## config.mk

```make
export PLATFORM = sky130hd
export DESIGN_NAME = gain_set_multi
export DESIGN_NICKNAME = d
export VERILOG_FILES = /design/src/rtl/kat_adc_iic_pkg.sv /design/src/rtl/gain_byte_gen.sv /design/src/rtl/gain_set_multi.sv
export SDC_FILE = /design/constraint.sdc
export NUM_CORES = 1
export LEC_CHECK = 0
export BUFFER_PORTS_ARGS = -buffer_cell sky130_fd_sc_hd__buf_2
export CAP_MARGIN = 10
export CORE_MARGIN = 2
export CORE_UTILIZATION = 48
export DETAILED_ROUTE_END_ITERATION = 10
export PLACE_DENSITY = 0.71
export SKIP_LAST_GASP = 1
export SLEW_MARGIN = 5
export SYNTH_ARGS = -nofsm -noshare
export SYNTH_HDL_FRONTEND = slang
export SYNTH_SLANG_ARGS = --single-unit
```

## constraint.sdc

```tcl
create_clock -name clk -period 2.4 [get_ports clk]
set_input_delay 0.48 -clock clk [delete_from_list [all_inputs] [get_ports clk]]
set_output_delay 0.48 -clock clk [all_outputs]
set_load 0.01 [all_outputs]
```

## src/rtl/kat_adc_iic_pkg.sv

```systemverilog
// Shared constants and state type for the IIC GPIO-expander gain sequencer.
// Step encoding of one channel write: 0..2 program output-enable, 3..5 write the gain.
package kat_adc_iic_pkg;
  localparam logic [7:0] GPIO_REG_OEN = 8'h06;
  localparam logic [7:0] GPIO_REG_OUT = 8'h02;
  localparam logic       IIC_WR       = 1'b0;
  localparam logic [2:0] STEP_OEN_END = 3'd2;
  localparam logic [2:0] STEP_OUT     = 3'd3;
  localparam logic [2:0] STEP_LAST    = 3'd5;

  typedef enum logic [1:0] {ST_IDLE, ST_RUN, ST_FIN} gs_state_e;
endpackage

```

## src/rtl/gain_byte_gen.sv

```systemverilog
// Combinational byte/flag generator for one step of a channel's 6-byte IIC write.
module gain_byte_gen
  import kat_adc_iic_pkg::*;
#(
  parameter int GAIN_W = 7
) (
  input  logic [2:0]        step_i,
  input  logic [6:0]        addr_i,
  input  logic [GAIN_W-1:0] gain_i,
  input  logic              last_i,
  output logic [7:0]        data_o,
  output logic              start_o,
  output logic              stop_o,
  output logic              rnw_o,
  output logic              lock_o
);
  logic [7:0] gain_byte;

  // MSB of the gain lands on bit 7, bit 6 is forced high, the rest right-aligned.
  always_comb begin
    gain_byte    = 8'h40;
    gain_byte[7] = gain_i[GAIN_W-1];
    for (int i = 0; i < GAIN_W-1; i++) gain_byte[i] = gain_i[i];
  end

  always_comb begin
    data_o  = 8'h00;
    start_o = 1'b0;
    stop_o  = 1'b0;
    case (step_i)
      3'd0, 3'd3: begin data_o = {addr_i, IIC_WR}; start_o = 1'b1; end
      3'd1:       data_o = GPIO_REG_OEN;
      3'd2:       begin data_o = 8'h00; stop_o = 1'b1; end
      3'd4:       data_o = GPIO_REG_OUT;
      3'd5:       begin data_o = gain_byte; stop_o = 1'b1; end
      default:    ;
    endcase
  end

  assign rnw_o  = IIC_WR;
  assign lock_o = !last_i;
endmodule

```

## src/rtl/gain_set_multi.sv

```systemverilog
// Sequencer that writes per-channel gains to GPIO expanders through a byte-wide
// IIC transaction queue, with a one-deep last-wins pending request slot.
module gain_set_multi
  import kat_adc_iic_pkg::*;
#(
  parameter int         NUM_CH    = 2,
  parameter int         GAIN_W    = 7,
  parameter logic [6:0] BASE_ADDR = 7'h20,
  parameter bit         OEN_ONCE  = 1'b0
) (
  input  logic                     clk,
  input  logic                     rst,
  input  logic [NUM_CH*GAIN_W-1:0] gain_value,
  input  logic [NUM_CH-1:0]        ch_mask,
  input  logic                     gain_load,
  output logic                     busy,
  output logic                     done,
  output logic                     trans_vld,
  input  logic                     trans_rdy,
  output logic [7:0]               trans_data,
  output logic                     trans_start,
  output logic                     trans_stop,
  output logic                     trans_rnw,
  output logic                     trans_lock
);
  localparam int CH_W = (NUM_CH > 1) ? $clog2(NUM_CH) : 1;
  localparam int GV_W = NUM_CH*GAIN_W;

  gs_state_e         state_q, state_d;
  logic [GV_W-1:0]   gain_q, gain_d, pgain_q, pgain_d;
  logic [NUM_CH-1:0] mask_q, mask_d, pmask_q, pmask_d, cfg_q, cfg_d;
  logic              pend_q, pend_d;
  logic [CH_W-1:0]   ch_q, ch_d;
  logic [2:0]        step_q, step_d;

  // Returns {found, index} of the lowest set mask bit at or above 'from'.
  function automatic logic [CH_W:0] find_ch(input logic [NUM_CH-1:0] m, input int from);
    logic [CH_W:0] r;
    r = '0;
    for (int i = NUM_CH-1; i >= 0; i--)
      if (m[i] && i >= from) r = {1'b1, CH_W'(i)};
    return r;
  endfunction

  function automatic logic [2:0] start_step(input logic [NUM_CH-1:0] cfg, input logic [CH_W-1:0] c);
    return (OEN_ONCE && cfg[c]) ? STEP_OUT : 3'd0;
  endfunction

  logic                run, acc, last_byte, ld_go;
  logic [CH_W:0]       nxt, first;
  logic [NUM_CH-1:0]   ld_mask;
  logic [GV_W-1:0]     ld_gain;

  assign run       = (state_q == ST_RUN);
  assign acc       = run && trans_rdy;
  assign nxt       = find_ch(mask_q, int'(ch_q) + 1);
  assign last_byte = (step_q == STEP_LAST) && !nxt[CH_W];

  always_comb begin
    state_d = state_q;
    gain_d  = gain_q;
    mask_d  = mask_q;
    pgain_d = pgain_q;
    pmask_d = pmask_q;
    pend_d  = pend_q;
    cfg_d   = cfg_q;
    ch_d    = ch_q;
    step_d  = step_q;
    ld_go   = 1'b0;
    ld_mask = ch_mask;
    ld_gain = gain_value;
    first   = '0;
    case (state_q)
      ST_IDLE: ld_go = gain_load;
      ST_RUN: begin
        if (gain_load) begin
          pend_d  = 1'b1;
          pgain_d = gain_value;
          pmask_d = ch_mask;
        end
        if (acc) begin
          if (step_q == STEP_OEN_END) cfg_d[ch_q] = 1'b1;
          if (step_q != STEP_LAST) step_d = step_q + 3'd1;
          else if (nxt[CH_W]) begin
            ch_d   = nxt[CH_W-1:0];
            step_d = start_step(cfg_q, nxt[CH_W-1:0]);
          end else state_d = ST_FIN;
        end
      end
      ST_FIN: begin
        state_d = ST_IDLE;
        // A load arriving in FIN is newer than the slot, so it wins outright.
        if (gain_load || pend_q) begin
          ld_go  = 1'b1;
          pend_d = 1'b0;
          if (!gain_load) begin
            ld_mask = pmask_q;
            ld_gain = pgain_q;
          end
        end
      end
      default: state_d = ST_IDLE;
    endcase
    if (ld_go) begin
      gain_d  = ld_gain;
      mask_d  = ld_mask;
      first   = find_ch(ld_mask, 0);
      state_d = first[CH_W] ? ST_RUN : ST_FIN;
      ch_d    = first[CH_W-1:0];
      step_d  = start_step(cfg_q, first[CH_W-1:0]);
    end
  end

  always_ff @(posedge clk) begin
    if (rst) begin
      state_q <= ST_IDLE;
      gain_q  <= '0;
      mask_q  <= '0;
      pgain_q <= '0;
      pmask_q <= '0;
      pend_q  <= 1'b0;
      cfg_q   <= '0;
      ch_q    <= '0;
      step_q  <= '0;
    end else begin
      state_q <= state_d;
      gain_q  <= gain_d;
      mask_q  <= mask_d;
      pgain_q <= pgain_d;
      pmask_q <= pmask_d;
      pend_q  <= pend_d;
      cfg_q   <= cfg_d;
      ch_q    <= ch_d;
      step_q  <= step_d;
    end
  end

  logic [6:0]        ch_addr;
  logic [GAIN_W-1:0] ch_gain;
  logic [7:0]        gen_data;
  logic              gen_start, gen_stop, gen_rnw, gen_lock;

  assign ch_addr = BASE_ADDR + 7'(ch_q);
  assign ch_gain = gain_q[int'(ch_q)*GAIN_W +: GAIN_W];

  gain_byte_gen #(.GAIN_W(GAIN_W)) u_gen (
    .step_i  (step_q),
    .addr_i  (ch_addr),
    .gain_i  (ch_gain),
    .last_i  (last_byte),
    .data_o  (gen_data),
    .start_o (gen_start),
    .stop_o  (gen_stop),
    .rnw_o   (gen_rnw),
    .lock_o  (gen_lock)
  );

  assign trans_vld   = run;
  assign trans_data  = run ? gen_data : 8'h00;
  assign trans_start = run && gen_start;
  assign trans_stop  = run && gen_stop;
  assign trans_lock  = run && gen_lock;
  assign trans_rnw   = gen_rnw;
  assign done        = (state_q == ST_FIN);
  assign busy        = (state_q != ST_IDLE) || pend_q;
endmodule

```

==> metrics, run 1 <==
status=complete, no violations; Sequential Area=roughly 760 sq um; Crit Path Max Fanout=10; Remaining DRCs=0; wire per inst=12.6 microns; Clock Sinks=38; Final Cell Area=2120 sq um; syn nets=between 200 and 250; max-slew violations=0; RSZ-0062 raised after global routing=no; #FFs+latches synth=38; initial core utilization=between 50% and 60%; drt pass-1 iters=6; Worst Setup End Kind=output pin; CP Class=reg -> out; critical path, cell by cell=nand2b_1, inv_2, nand2_1, nor2_1, buf_2; Worst Clk Skew=roughly 0.0047 ns; vias after detailed routing=1581; Final Non-Filler Cells=300; relative slew slack=59.0%; antenna violations before repair=0; number of synthesized flops with an enable pin=0; die height=around 66 microns; leakage dissipation=0.801 nW; Main synth FF type=dfxtp_1; count of cell types in the netlist=35; Final Hold Viols=0; slowest stage delay, CP=0.39 ns; Placed Cells=about 290; Root Buffer=clkbuf_8; slew of the pin with the lowest slew margin=a little over 0.6 ns; setup TNS=0 ns; layout cell share with drive strength beyond 1=20.2%; fin crit period=2.09 ns; Final setup viols=0; placed cell area=between 2000 and 2500 sq um; PwrDens=about 670 nW/um^2; Crit path max-delay family=simple AND/OR/NAND/NOR gates; Worst Setup Slack post-DPL=~0.45 ns; Max rail drop VDD=0.000436 V; number of global-route vias before repair=between 1000 and 1500; Max Cap Viol=0; multi-input logic area=roughly 1000 sq um; Syn. warnings=0; Async S/R FF share, synth=0%; syn_area_per_cell=between 8 and 9 sq um; Resized cells post-CTS=0; Final ANT Viol Nets=0; Post-CTS Hold Buffers=0; Core Area=3660 sq um; clk_lat worst skew=between 0.2 and 0.3 ns; global-route wire length before repair=6460 microns; Worst Path Buf+Inv=2; post-CTS setup buffer count=0; Inserted Diodes=0; DIE AREA=between 4000 and 5000 sq um; Port-buffer cells=33; Inserted Clock Buffers=5; Worst setup SP type=register; cells after synthesis=about 230; Synth Cell Area=roughly 1800 sq um; cell at the slowest stage of the critical path=dfxtp_1; H-tree Lvls=2; clock-pin transition on the worst setup and hold timing paths=around 0.070 ns; period utilization=86.9%; largest net degree at the start of global routing=31; Yosys top cell area share=about two fifths; Peak Freq=between 400 and 500 MHz; Overall Global Routing Usage=roughly a fifth; worst hold path class=in -> reg; via-per-instance ratio=about 5.3; # IOs=35; drt initial violations=slightly above 60; register area share after synthesis=between 40 and 50%; largest cells by area after synthesis=dfxtp_1 (41%), mux2i_1 (11%), nand2_1 (7.8%), a211oi_1 (7.0%), a21oi_1 (6.5%); Final GP Congestion=0.810; Routed WL=about 3800 microns; Req. time, crit path=1.92 ns; row cnt=22; fillers=between 300 and 400; detailed placement HPWL=2630 microns; Area growth syn-to-layout=15.5%; CTS tree=yes; Final nets=around 270; total congestion overflow=0; CTS Buffer Depth=2; cell taking the most area after synthesis=dfxtp_1; most common cell after layout, fill and taps aside=nand2_1; most frequent cells in the layout=nand2_1 (38), dfxtp_1 (37), buf_2 (33); Hold WS=between 0.4 and 0.5 ns; PnR worst setup slack=0.315 ns; Critical Path AT=1.61 ns; die width=between 60 and 70 microns
[logic make-up (layout without fill, tap and decap cells)]
group / count (synthesis) / after routing / share of synthesized area [%]
flops: 38 / 38 / 41.5
simple gates: 89 / 89 / 21.1
compound gates: 51 / 51 / 18.0
other cells: 1 / 1 / 0.204
buf+inv: 23 / 50 / 6.27
fa+ha+maj: 1 / 1 / 0.682
mux: 22 / 22 / 12.3
[stage by stage]
step,total power [mW],utilization (%)
after floorplan,0.837,-
after detailed placement,0.897,54.9
after global routing,1.49,57.9
final,1.41,57.9
after CTS,1.42,57.8
after global placement,0.894,54.9
[path summary, 6_finish.rpt]
path	from	endpoint	slack [ns]	cells after the start
max	state_q[1]	trans_data[7]	0.31	5
min reg2reg	pgain_q[2]	pgain_q[2]	0.46	2
min	gain_value[6]	pgain_q[6]	0.43	3
max reg2reg	state_q[1]	ch_q	0.56	4
[tightest hold or removal path, stage by stage]
cell and delay [ns]:
buf_2 0.10, nand2_1 0.05, a21oi_1 0.05
[synth_stat cells (2+ instances only)]
master / number
nand2b_1: 4
a21oi_1: 24
buf_2: 4
buf_4: 2
inv_1: 4
mux2i_1: 21
nor3_1: 4
and2_1: 2
nand2_1: 38
dfxtp_1: 38
or3_1: 3
o21ai_0: 3
a211oi_1: 17
buf_6: 2
clkbuf_1: 9
nor2_1: 31
[power by group]
| part | internal, mW | switching [mW] | total [mW] |
|---|---|---|---|
| Combinational | 0.0765 | 0.105 | 0.181 |
| Clock | 0.311 | 0.221 | 0.532 |
| Sequential | 0.671 | 0.0301 | 0.701 |
[final cells by class]
cell class | instances | area share, %
sequential | 38 | 36.0
clock inverter | 1 | 1.42
tap | 48 | 2.84
timing repair buffer | 37 | 9.21
clock buffer | 7 | 3.60
inverter | 5 | 0.886
multi-input combinational | 164 | 46.1
[registers in the layout, summed over array words and instances (netlist names)]
register  cells
mask_q        1
pend_q        1
state_q       2
pmask_q       2
gain_q       14
pgain_q      14
step_q        3
ch_q          1
[routing by layer]
metal  GRT usage, %  up-vias  share of wire (%)  wire (microns)
met5              0        -                  0               0
met4           6.25        0                1.3              51
met3           5.79        6                4.1             157
met2           31.4       29                 45            1710
met1           25.6      720                 49            1870
li1               -      826                  -               -
No activity file was read; power rests on OpenSTA's default activity.
==> run 2, diff against run 1 <==
- CORE_ASPECT_RATIO: unset -> 0.8
==> run 2 against run 1 <==
Total power fell by 5.0%. Hold slack got worse by 0.0051 ns. Global-route usage rose by 0.12 points. Largest cell class unchanged. Critical path type unchanged. Maximum frequency fell by 6.1%. Critical endpoint is now trans_data[5]. Critical path depth did not move. Combinational power rose by 3%.
==> metrics, run 2 (synthesized netlist as in run 1, its figures left out) <==
die height=59.3 microns (-9.9%); die width=73.1 microns (+11%); post-CTS setup buffer count=0 (unchanged); period utilization=92.6% (+5.7 points); CP Class=reg -> out; Final GP Congestion=0.794 (-2.0%); max-slew violations=0 (unchanged); Largest regs=gain_q (14), pgain_q (14), step_q (3); fillers=360 (-0.28%); Crit Path Max Fanout=11 (+1); Met3 Routed Length=228 microns (+45%); Worst Clk Skew=0.00241 ns (-0.00231 ns); Final setup viols=0 (unchanged); largest net degree at the start of global routing=31 (unchanged); Final ANT Viol Nets=0 (unchanged); via-per-instance ratio=5.25 (-0.40%); most frequent cells in the layout=nand2_1 (38), dfxtp_1 (38), buf_2 (33); layout cell share with drive strength beyond 1=20.6% (+0.32 points); DIE AREA=4330 sq um (about the same); row cnt=20 (-9.1%); slew of the pin with the lowest slew margin=0.624 ns (+0.00959 ns); Power Total=1.34 mW (-5.0%); Inserted Clock Buffers=5 (unchanged); vias after detailed routing=1559 (-1.4%); clock-pin transition on the worst setup and hold timing paths=0.07 ns (about the same); initial core utilization=49.2% (-0.91 points); Final Hold Viols=0 (unchanged); leakage dissipation=0.806 nW (+0.61%); Highest Signal Layer=met4; Worst Setup End Kind=output pin; worst hold path class=in -> reg; total congestion overflow=0 (unchanged); Remaining DRCs=0 (unchanged); Worst Setup Slack post-DPL=0.456 ns (+0.00830 ns); drt initial violations=85 (+37%); global-route wire length before repair=6490 microns (+0.43%); setup TNS=0 ns (unchanged); Critical Path AT=1.74 ns (+0.13 ns); detailed placement HPWL=2630 microns (+0.24%); Sequential Area=761 sq um (-0.16%); Routed WL=3800 microns (+0.16%); Root Buffer=clkbuf_8; PnR worst setup slack=0.178 ns (-0.136 ns); # IOs=35 (unchanged); Clock Sinks=38 (unchanged); multi-input logic area=976 sq um (unchanged); Worst setup SP type=register; wire per inst=12.8 microns (+1.2%); Max Cap Viol=0 (unchanged); status=complete, no violations; wire length on met2=1570 microns (-8.0%); relative slew slack=58.3% (-0.64 points); clk_lat worst skew=0.30 ns (about the same); CTS tree=yes; PwrDens=635 nW/um^2 (-4.9%); CTS Buffer Depth=2 (unchanged); Resized cells post-CTS=0 (unchanged); Port-buffer cells=33 (unchanged); Overall Global Routing Usage=19.8% (+0.12 points); number of global-route vias before repair=1369 (-3.2%); Area growth syn-to-layout=15.4% (about the same); H-tree Lvls=2 (unchanged); fin crit period=2.22 ns (+0.136 ns); drt pass-1 iters=4 (-2); Core Area=3730 sq um (+1.8%); met1 wire length=1970 microns (+4.9%); Inserted Diodes=0 (unchanged); Post-CTS Hold Buffers=0 (unchanged); RSZ-0062 raised after global routing=no; Max rail drop VDD=0.000398 V (-8.8%); Final nets=273 (+0.37%); Peak Freq=450 MHz (-6.1%); antenna violations before repair=0 (unchanged); Req. time, crit path=1.92 ns (about the same)
## run 2: critical path, cell delays in order (launching register included)
cell and delay [ns]:
dfxtp_1 0.57, nand2b_1 0.23, inv_2 0.20, nand2_1 0.17
nor2_1 0.14, buf_2 0.13
## run 2: final timing paths
path	startpoint	to	slack (ns)	depth (start not counted)
worst max-delay path	state_q[0]	trans_data[5]	0.18	5
worst min-delay path	gain_value[12]	pgain_q[12]	0.42	3
worst max register to register	state_q[0]	pgain_q[9]	0.57	5
worst min register to register	pgain_q[5]	pgain_q[5]	0.46	2
## run 2: per-layer routing
| metal | track usage, % | vias to the layer above |
|---|---|---|
| li1 | - | 827 |
| met1 | 28.9 | 690 |
| met2 | 28.6 | 38 |
| met3 | 4.25 | 4 |
| met4 | 7.94 | 0 |
| met5 | 0 | - |
## run 2: cell type report
class | instances | share of cell area, %
clock inverters | 1 | 0.236
repair buffers | 38 | 10.2
multi-input cells | 164 | 46.1
well taps | 44 | 2.60
flip-flops and latches | 38 | 35.9
inverters | 5 | 0.887
clock buffers | 7 | 4.08
## run 2: through the flow
stage	std cells	cell area (sq um)	hold slack, ns	utilization, %
after detailed placement	289	2030	0.446	54.3
after global placement	289	2030	0.441	54.3
after floorplan	225	1830	0.432	-
after CTS	297	2120	0.421	56.8
final	297	2120	0.425	56.8
after global routing	297	2120	0.432	56.8
## run 2: report_power, final
part	internal [mW]	switching [mW]	leakage [nW]
clock	0.232	0.224	0.0482
combinational	0.0815	0.106	0.447
sequential	0.670	0.0309	0.312
==> run 3, diff against run 2 <==
- CORE_ASPECT_RATIO: 0.8 -> unset
- MAX_ROUTING_LAYER: unset -> met4
==> run 3 against run 2 <==
First-iteration DRC count fell by 18%. Via count rose by 1.7%. Sequential power barely moved. Total power rose by 5.2%. Count of clock-buffer cells in the layout did not move. Final cell count rose by 1.0%. Critical path depth did not move. Worst setup slack improved by 0.13 ns. Sequential share of layout area barely moved. Maximum frequency rose by 6.3%. Core utilization rose by 1.1 points. Die area barely moved. Critical path type unchanged. Largest cell class unchanged.
==> metrics, run 3 (synthesized netlist as in run 1, its figures left out) <==
Max Cap Viol=0 (unchanged); Core Area=3660 sq um (-1.8%); worst hold path class=in -> reg; Root Buffer=clkbuf_8; global-route wire length before repair=6460 microns (-0.43%); Critical Path AT=1.61 ns (-0.13 ns); Peak Freq=479 MHz (+6.3%); antenna violations before repair=0 (unchanged); Worst Clk Skew=0.00472 ns (+0.00231 ns); die height=65.8 microns (+11%); die width=65.8 microns (-10%); via-per-instance ratio=5.28 (+0.65%); Remaining DRCs=0 (unchanged); status=complete, no violations; Crit Path Max Fanout=10 (-1); leakage dissipation=0.801 nW (-0.61%); Largest regs=gain_q (14), pgain_q (14), step_q (3); drt pass-1 iters=6 (+2); drt initial violations=70 (-18%); most frequent cells in the layout=nand2_1 (38), dfxtp_1 (37), buf_2 (33); Final ANT Viol Nets=0 (unchanged); Resized cells post-CTS=0 (unchanged); Clock Sinks=38 (unchanged); Final GP Congestion=0.822 (+3.5%); layout cell share with drive strength beyond 1=20.2% (-0.32 points); DIE AREA=4330 sq um (about the same); Post-CTS Hold Buffers=0 (unchanged); H-tree Lvls=2 (unchanged); max-slew violations=0 (unchanged); Worst Setup End Kind=output pin; detailed placement HPWL=2630 microns (-0.24%); CP Class=reg -> out; Final Hold Viols=0 (unchanged); Max rail drop VDD=0.000436 V (+9.6%); clk_lat worst skew=0.29 ns (about the same); Routed WL=3790 microns (-0.34%); wire per inst=12.6 microns (-1.3%); fillers=361 (+0.28%); relative slew slack=59.0% (+0.67 points); Final nets=272 (-0.37%); Final setup viols=0 (unchanged); clock-pin transition on the worst setup and hold timing paths=0.07 ns (about the same); # IOs=35 (unchanged); row cnt=22 (+10%); fin crit period=2.09 ns (-0.132 ns); Final Util=57.9% (+1.1 points); largest net degree at the start of global routing=31 (unchanged); vias after detailed routing=1585 (+1.7%); post-CTS setup buffer count=0 (unchanged); initial core utilization=50.1% (+0.91 points); Overall Global Routing Usage=20.2% (+0.37 points); Final Non-Filler Cells=300 (+1.0%); setup TNS=0 ns (unchanged); Port-buffer cells=33 (unchanged); Inserted Diodes=0 (unchanged); number of global-route vias before repair=1410 (+3.0%); Req. time, crit path=1.92 ns (about the same); CTS tree=yes; slew of the pin with the lowest slew margin=0.614 ns (-0.0100 ns); most common cell after layout, fill and taps aside=nand2_1; Area growth syn-to-layout=15.5% (about the same); RSZ-0062 raised after global routing=no; Placed Cells=292 (+1.0%); CTS Buffer Depth=2 (unchanged); Reg2Reg Setup Slack=0.56 ns (about the same); Worst setup SP type=register; total congestion overflow=0 (unchanged); period utilization=87.1% (-5.5 points); PwrDens=667 nW/um^2 (+5.1%); Inserted Clock Buffers=5 (unchanged)
-- run 3: report_power, final --
group | internal, mW | switching, mW
clock | 0.311 | 0.220
combinational | 0.0765 | 0.105
sequential | 0.671 | 0.0301
total | 1.06 | 0.356
-- run 3: layout make-up --
class,count,area [sq um],share of cell area (%)
Clock buffer,7,76.3,3.60
Clock inverter,1,30.0,1.42
Inverter,5,18.8,0.886
Multi-Input combinational cell,164,976,46.1
Sequential cell,38,762,36.0
Tap cell,48,60.1,2.84
Timing Repair Buffer,37,195,9.21
-- run 3: final timing paths --
kind,from,endpoint,cells after the start
worst max-delay path,state_q[1],trans_data[7],5
worst min-delay path,gain_value[6],pgain_q[6],3
worst max register to register,state_q[1],ch_q,4
worst min register to register,pgain_q[2],pgain_q[2],2
-- run 3: routing by layer --
layer	global-route usage (%)	vias to the layer above	wire (microns)	share of wire [%]
li1	-	828	-	-
met1	25.5	722	1870	49
met2	31.4	29	1710	45
met3	5.79	6	157	4.1
met4	6.25	0	48	1.3
met5	-	-	0	0
-- run 3: worst max-delay path: stages (launching register included) --
cell      delay (ns)
dfxtp_1         0.39
nand2b_1        0.27
inv_2           0.20
nand2_1         0.17
nor2_1          0.15
buf_2           0.14
-- run 3: metrics by stage --
stage               worst slack (ns)  hold slack, ns  power (mW)  instance area, sq um
CTS                            0.176           0.430        1.42                  2120
global placement               0.484           0.441       0.894                  2010
finish                         0.311           0.429        1.41                  2120
floorplan                      0.361           0.432       0.837                  1830
global route                   0.172           0.435        1.49                  2120
detailed placement             0.448           0.446       0.897                  2010
